[config.mk]
export PLATFORM = sky130hd
export DESIGN_NAME = cpu_run_monitor
export DESIGN_NICKNAME = d
export VERILOG_FILES = /design/src/rtl/cpu_run_monitor.sv
export SDC_FILE = /design/constraint.sdc
export NUM_CORES = 1
export LEC_CHECK = 0
export ABC_AREA = 1
export BUFFER_PORTS_ARGS = -buffer_cell sky130_fd_sc_hd__clkbuf_2
export CAP_MARGIN = 15
export CELL_PAD_IN_SITES_DETAIL_PLACEMENT = 0
export CELL_PAD_IN_SITES_GLOBAL_PLACEMENT = 1
export CORE_UTILIZATION = 38
export DETAILED_ROUTE_END_ITERATION = 6
export HOLD_SLACK_MARGIN = 0.06
export MAX_ROUTING_LAYER = met4
export PLACE_DENSITY = 0.75
export SYNTH_ARGS = -nofsm -noshare
export SYNTH_HDL_FRONTEND = slang
export SYNTH_SLANG_ARGS = --single-unit
export TNS_END_PERCENT = 10
[constraint.sdc]
create_clock -name clk -period 2.8 [get_ports clk]
set_input_delay 0.56 -clock clk [delete_from_list [all_inputs] [get_ports clk]]
set_output_delay 0.56 -clock clk [all_outputs]
set_load 0.02 [all_outputs]
[src/rtl/cpu_run_monitor.sv]
// cpu_run_monitor: watches the single-cycle CPU (pc, instruction, $v0) and
// raises a registered halt on exit syscall, self-loop or timeout.
// Optional trace output: define RUN_MONITOR_TRACE_EN.
module cpu_run_monitor #(
  parameter int unsigned TIMEOUT_CYCLES = 100,
  parameter int unsigned STALL_LIMIT    = 4,
  parameter int unsigned CW             = 32,
  parameter int unsigned HIST_AW        = 2
) (
  input  logic               clk,
  input  logic               reset,
  input  logic               start,
  input  logic [31:0]        pc,
  input  logic [31:0]        instruction,
  input  logic [31:0]        v0,
  output logic               running,
  output logic               halted,
  output logic               halt_pulse,
  output logic [1:0]         halt_cause,
  output logic [31:0]        halt_pc,
  output logic [CW-1:0]      cycle_count,
  input  logic [HIST_AW-1:0] hist_sel,
  output logic [31:0]        hist_pc
);

  localparam int unsigned DEPTH = 2 ** HIST_AW;
  localparam int unsigned SW    = $clog2(STALL_LIMIT + 1);

  localparam logic [1:0] CAUSE_NONE    = 2'b00;
  localparam logic [1:0] CAUSE_SYSCALL = 2'b01;
  localparam logic [1:0] CAUSE_LOOP    = 2'b10;
  localparam logic [1:0] CAUSE_TIMEOUT = 2'b11;

  typedef enum logic [1:0] {
    S_IDLE   = 2'b00,
    S_RUN    = 2'b01,
    S_HALTED = 2'b10
  } state_t;

  state_t              state_q, state_d;
  logic [31:0]         prev_pc_q;
  logic [SW-1:0]       stall_q;
  logic                first_q;
  logic [HIST_AW-1:0]  wptr_q;
  logic [31:0]         hist_q [DEPTH];

  logic                sample_c;
  logic                halt_det_c;
  logic [1:0]          cause_c;
  logic                syscall_c;
  logic                repeat_c;
  logic                loop_c;
  logic                tmo_c;
  logic [HIST_AW-1:0]  hist_idx_c;

  // Halt term decode on the current CPU sample
  always_comb begin
    syscall_c = (instruction == 32'h0000_000C) && (v0 == 32'd10);
    repeat_c  = !first_q && (pc == prev_pc_q);
    loop_c    = repeat_c && ((32'(stall_q) + 32'd1) >= STALL_LIMIT);
    tmo_c     = (cycle_count == CW'(TIMEOUT_CYCLES - 1));
  end

  // Next-state logic; start always restarts and beats a same-cycle halt
  always_comb begin
    state_d    = state_q;
    sample_c   = 1'b0;
    halt_det_c = 1'b0;
    cause_c    = CAUSE_NONE;
    case (state_q)
      S_IDLE: begin
        if (start) state_d = S_RUN;
      end
      S_RUN: begin
        if (start) begin
          state_d = S_RUN;
        end else begin
          sample_c = 1'b1;
          if (syscall_c) begin
            halt_det_c = 1'b1;
            cause_c    = CAUSE_SYSCALL;
          end else if (loop_c) begin
            halt_det_c = 1'b1;
            cause_c    = CAUSE_LOOP;
          end else if (tmo_c) begin
            halt_det_c = 1'b1;
            cause_c    = CAUSE_TIMEOUT;
          end
          if (halt_det_c) state_d = S_HALTED;
        end
      end
      S_HALTED: begin
        if (start) state_d = S_RUN;
      end
      default: state_d = S_IDLE;
    endcase
  end

  // State register
  always_ff @(posedge clk) begin
    if (reset) state_q <= S_IDLE;
    else       state_q <= state_d;
  end

  // Counters, history, halt capture and registered status outputs
  always_ff @(posedge clk) begin
    if (reset) begin
      running     <= 1'b0;
      halted      <= 1'b0;
      halt_pulse  <= 1'b0;
      halt_cause  <= CAUSE_NONE;
      halt_pc     <= '0;
      cycle_count <= '0;
      prev_pc_q   <= '0;
      stall_q     <= '0;
      first_q     <= 1'b0;
      wptr_q      <= '0;
      for (int unsigned i = 0; i < DEPTH; i++) hist_q[i] <= '0;
    end else begin
      running    <= (state_d == S_RUN);
      halted     <= (state_d == S_HALTED);
      halt_pulse <= 1'b0;
      if (start) begin
        cycle_count <= '0;
        stall_q     <= '0;
        first_q     <= 1'b1;
        wptr_q      <= '0;
        halt_cause  <= CAUSE_NONE;
        halt_pc     <= '0;
        for (int unsigned i = 0; i < DEPTH; i++) hist_q[i] <= '0;
      end else if (sample_c) begin
        if (cycle_count != '1) cycle_count <= cycle_count + CW'(1);
        hist_q[wptr_q] <= pc;
        wptr_q         <= wptr_q + HIST_AW'(1);
        prev_pc_q      <= pc;
        first_q        <= 1'b0;
        if (repeat_c) begin
          if (stall_q != '1) stall_q <= stall_q + SW'(1);
        end else begin
          stall_q <= '0;
        end
        if (halt_det_c) begin
          halt_pulse <= 1'b1;
          halt_cause <= cause_c;
          halt_pc    <= pc;
        end
      end
    end
  end

  // History read: index 0 is the most recently written entry
  always_comb begin
    hist_idx_c = wptr_q - HIST_AW'(1) - hist_sel;
    hist_pc    = hist_q[hist_idx_c];
  end

`ifdef RUN_MONITOR_TRACE_EN
  // Simulation trace of every sampled cycle and of the halt event
  always @(posedge clk) begin
    if (!reset && sample_c) begin
      $display("%4t | %h | %h", $time, pc, instruction);
      if (halt_det_c)
        $display("HALT cause=%0d pc=%h cycles=%0d", cause_c, pc,
                 (cycle_count == '1) ? cycle_count : cycle_count + CW'(1));
    end
  end
`else
  // Trace disabled: no simulation text
`endif

endmodule

[Word level (Yosys, flattened, before mapping)]
Memory sizes are Yosys's and may differ from the RTL's.
Cells that the tools add are included.
Word-level totals
  register bits: 109
  memory bits (writable): 128
  input bits: 101
  output and inout port bits: 101
  word-level logic and storage cells: 88
  memories kept: 1
Cells by class
  add/subtract/negate cells: 6
  order comparisons: 1
  equal/unequal tests: 11
  muxes and demuxes: 38
  bitwise gates (word level): 6
  reduce and logical (&&, ||, !) cells: 14
Memory list
  hist_q: depth 4, width 32, read ports 1, clocked after Yosys merged registers in 0, wr ports 4, line 45  | logic [31:0] hist_q [DEPTH];
Operators with widths (count)
  $mux W32: 5
  $eq A32 B4 Y1 const B: 2
  $add A32 B1 Y32 const B: 1
  $eq A32 B32 Y1: 1
  $eq A32 B7 Y1 const B: 1
  $ne A32 B32 Y1 const B: 1
  $reduce_or A32 Y1: 1
  $mux W1: 22
  $mux W2: 8
  $reduce_and A2 Y1: 4
  $mux W3: 2
  $add A3 B1 Y4 const B: 1
  $eq A2 B1 Y1 const B: 2
  $eq A2 B2 Y1 const B: 2
  $ge A4 B3 Y1 const B: 1
  $or A1 B1 Y1: 4
  $pmux W2 S2: 1
  $reduce_or A2 Y1: 2
  $add A3 B1 Y3 const B: 1
  $logic_and A1 B1 Y1: 3
  $ne A3 B3 Y1 const B: 1
  $reduce_or A3 Y1: 1
  $add A2 B1 Y2 const B: 1
  $logic_not A2 Y1: 1
  6 further kinds: 7

[Depth between registers and ports, before layout]
  depth in word-level cells: 11
  mapped depth: 14
  mapped depth without buffers: 14

[Worst setup path after synthesis]
OpenSTA, ideal clock, no wires.
  path kind: in2out
  start point: input hist_sel[0]
  end point: output hist_pc[10]
  arrival: 2.167 ns
  data required time: 2.240 ns
  path slack: 0.073 ns
  cell stages on the path: 6
  buffers on the path: 2
  cells stage by stage: inv_1 -> ha_1 -> buf_2 -> buf_1 -> mux2i_1 -> o21ai_0
On the way
  word-level cells in the longest chain between the ends: 2
Ends and longest elaborated chain
  start: declaration: line 22  | input logic [HIST_AW-1:0] hist_sel,
  $sub A2 B2 Y2: line 153  | hist_idx_c = wptr_q - HIST_AW'(1) - hist_sel;
  $mem_v2 Z4 W32
  end: declaration: line 23  | output logic [31:0] hist_pc
No other way between the ends.

[Final worst setup path]
  start point: register wptr_q[0]
  end point: output hist_pc[2]
On the way
  word-level cells in the longest chain between the ends: 3
Ends and longest elaborated chain
  start: declaration: line 44  | logic [HIST_AW-1:0] wptr_q;
  start signal: assignment: line 134  | wptr_q <= wptr_q + HIST_AW'(1);
  $sub A2 B1 Y2: line 153
  $sub A2 B2 Y2: line 153
  $mem_v2 Z4 W32
No other way between the ends.

==> results_dict.tcl <==
set metrics [dict create \
    setup_ws_ps 27.3 \
    seqPwrFrac_pct 46.6 \
    place_hpwl_mm 20.9 \
    cts_buffer_depth 3 \
    post-route-period-util_pct 99.0 \
    synth_cell_types 41 \
    cts_made_buffers 26 \
    routed_wl_mm 30.4 \
    fin_tns_setup_ps 0 \
    worstSetupEndpointType "output pin" \
    row_count 62 \
    cp.buffers_inverters 5 \
    rsz0062_at_grt "true" \
    worstSetupStartpointType "flop" \
    vias_per_cell 4.95 \
    dp_cells 1857 \
    postRouteAntennaNets 0 \
    coreArea_mm2 0.0289 \
    worstPathArrival_ps 2210 \
    die_area_mm2 0.0301 \
    path_max_fanout 16 \
    grt_pass1_vias 9148 \
    worstMarginPinSlew_ps 654 \
    r2r_start "cycle_count[0]" \
    clock_skew_ps 24.8 \
    vias 9464 \
    grt_pass1_wl_mm 48.8 \
    holdPathStages 3 \
    p_sw_mw 2.00 \
    die_h_um 174 \
    hold_class "input pin to flop" \
    clock_latency_ps 540 \
    critical_path_class "flop to output pin" \
    cts.htree.levels 1 \
    fin_crit_ps 2770 \
    peakVddDrop_mv 0.396 \
    layout-drive-gt1-share_pct 24.0 \
    critPathMaxStageDelay_ps 370 \
    maxCapViolCount 0 \
    io_buffers 201 \
    switching_share_pct 24.5 \
    grt_max_degree 62 \
    ys_warn_count 0 \
    clockPowerShare_pct 41.6 \
    netlist_area_mm2 0.0112 \
    whs_ps 262 \
    grt_usage_pct 20.9 \
    r2r_end "cycle_count[27]" \
    crit_path_frequent_cell "buf_4" \
    root_buffer "clkbuf_16" \
    grt_overflow 0 \
    crit_family "buffers and inverters" \
    netlist_instances 1307 \
    hold_end "prev_pc_q[27]" \
    wire_per_inst_um 15.9 \
    preCtsSetupSlack_ps 143 \
    rrSetupSlack_ps 550 \
    dr.pass1.iters 5 \
    clock-sinks 237 \
    setup_viol 0 \
    cp.required_ps 2240 \
    antenna_found_initial 1 \
    internal_power_mw 6.18 \
    relSlewSlack_pct 56.4 \
    mostFrequentLayoutCells "nor2_1 (251), nand2_1 (221), clkbuf_2 (169)" \
    synthArstFlopShare_pct 0 \
    crit_chain "ha_4 -> xnor2_2 -> buf_4 -> xor2_4 -> buf_6 -> buf_12 -> buf_16 -> o21ai_1 -> buf_4" \
    power.leakage_nw 5.73 \
    max_freq_mhz 361 \
    pwr-share-comb_pct 11.8 \
    final_cells 1912 \
    die_w_um 174 \
    worstHoldStart "pc[27]" \
    nets 1616 \
    ys_ff_latch 237 \
    slowest_stage "dfxtp_4" \
    syn_nets 1416 \
    synth_area_per_cell_um2 8.57 \
    power.density_mw_per_mm2 588 \
    hold_viol 0 \
    layout_commonest_cell "nor2_1" \
    syn_to_final_growth_pct 24.2 \
    synthFlopType "edfxtp_1" \
    gp_congestion 0.820 \
    final-max-slew-violation-count 0 \
    drc 0 \
    reg2reg_depth 13 \
    initial_utilization_pct 38.8 \
    path_clk_slew_ps 60 \
    cts_tree "done" \
    synth-edff-count 128 \
    drt_iter0_markers 631 \
    status "finished, final reports clean" \
    ios 202 \
    synth_seq_area_share_pct 53.8 \
]
cell families after synthesis:
family / after synthesis / synth area share (%)
AO/OA/AOI/OAI: 192 / 9.48
XOR/XNOR: 9 / 0.704
adder cells (fa/ha/maj): 8 / 0.894
buffers and inverters: 172 / 6.39
flip-flops: 237 / 53.8
multiplexers: 32 / 2.86
AND/OR/NAND/NOR: 657 / 25.8
worst max-delay path by stage:
stage	startpoint	endpoint	slack, ps	cells after the start
after floorplan	hist_sel[0]	hist_pc[10]	70	6
after global placement	hist_sel[0]	hist_pc[31]	180	10
after detailed placement	hist_sel[0]	hist_pc[31]	140	10
after CTS	wptr_q[0]	hist_pc[14]	-9	8
after global routing	wptr_q[0]	hist_pc[2]	-50	9
final	wptr_q[0]	hist_pc[2]	30	9
area by class of cell:
cell class | instances | area, µm²
Clock buffer | 39 | 739
Antenna cell | 1 | 2.50
Timing Repair Buffer | 232 | 1540
Fill cell | 2849 | 15000
Clock inverter | 9 | 110
Sequential cell | 237 | 6030
Tap cell | 384 | 480
Inverter | 112 | 420
Multi-Input combinational cell | 898 | 4580
cells in the mapped netlist (all sizes together) (32+ instances only):
library cell | count | area share (%)
nand3 | 75 | 3.6
inv | 112 | 3.8
edfxtp | 128 | 34
nand2 | 225 | 7.7
o21ai | 81 | 3.6
clkbuf | 35 | 1.2
nor2 | 256 | 8.8
mux2i | 32 | 2.9
a21oi | 71 | 3.2
or2 | 32 | 1.8
dfxtp | 109 | 19
o211ai | 32 | 2.1
sequential cells by signal (all words and copies together), names as in the netlist:
register,count
halt_pulse,1
halt_cause,2
first_q,1
wptr_q,2
state_q,2
running,1
hist_q,128
halt_pc,32
halted,1
prev_pc_q,32
cycle_count,32
stall_q,3
power by group through the flow:
| stage | clock network, mW | registers, mW | logic [mW] |
|---|---|---|---|
| after floorplan | 0 | 3.88 | 0.496 |
| after global placement | 0 | 3.89 | 0.793 |
| after detailed placement | 0 | 3.89 | 0.802 |
| after CTS | 3.47 | 3.82 | 0.928 |
| after global routing | 3.60 | 3.83 | 1.05 |
| final | 3.40 | 3.82 | 0.963 |
metrics by stage:
stage	util [%]	total power, mW	cell area (µm²)
after global placement	43.8	4.68	12600
after detailed placement	43.8	4.69	12600
after floorplan	-	4.37	11200
after CTS	47.8	8.21	13800
after global routing	48.2	8.48	13900
final	48.2	8.18	13900
routing by layer:
layer | vias up | routed length [µm] | GRT usage (%)
met1 | 4400 | 13700 | 27.2
li1 | 4806 | - | -
met5 | - | 0 | -
met3 | 40 | 1590 | 3.38
met4 | 0 | 599 | 4.97
met2 | 218 | 14500 | 34.1
tightest hold or removal path: stages:
cell	delay, ps
clkbuf_2	110
nand2_1	50
o21ai_0	60
what timing repair did:
item / 4_1_cts / 5_1_grt
hold buffers: 0 / 0
gates resized for setup: 90 / 55
buffers inserted: 2 / 1
endpoints found under the setup margin: 31 / 31
cloned: 3 / 0
Note: power is estimated with default switching activity, not from simulation.
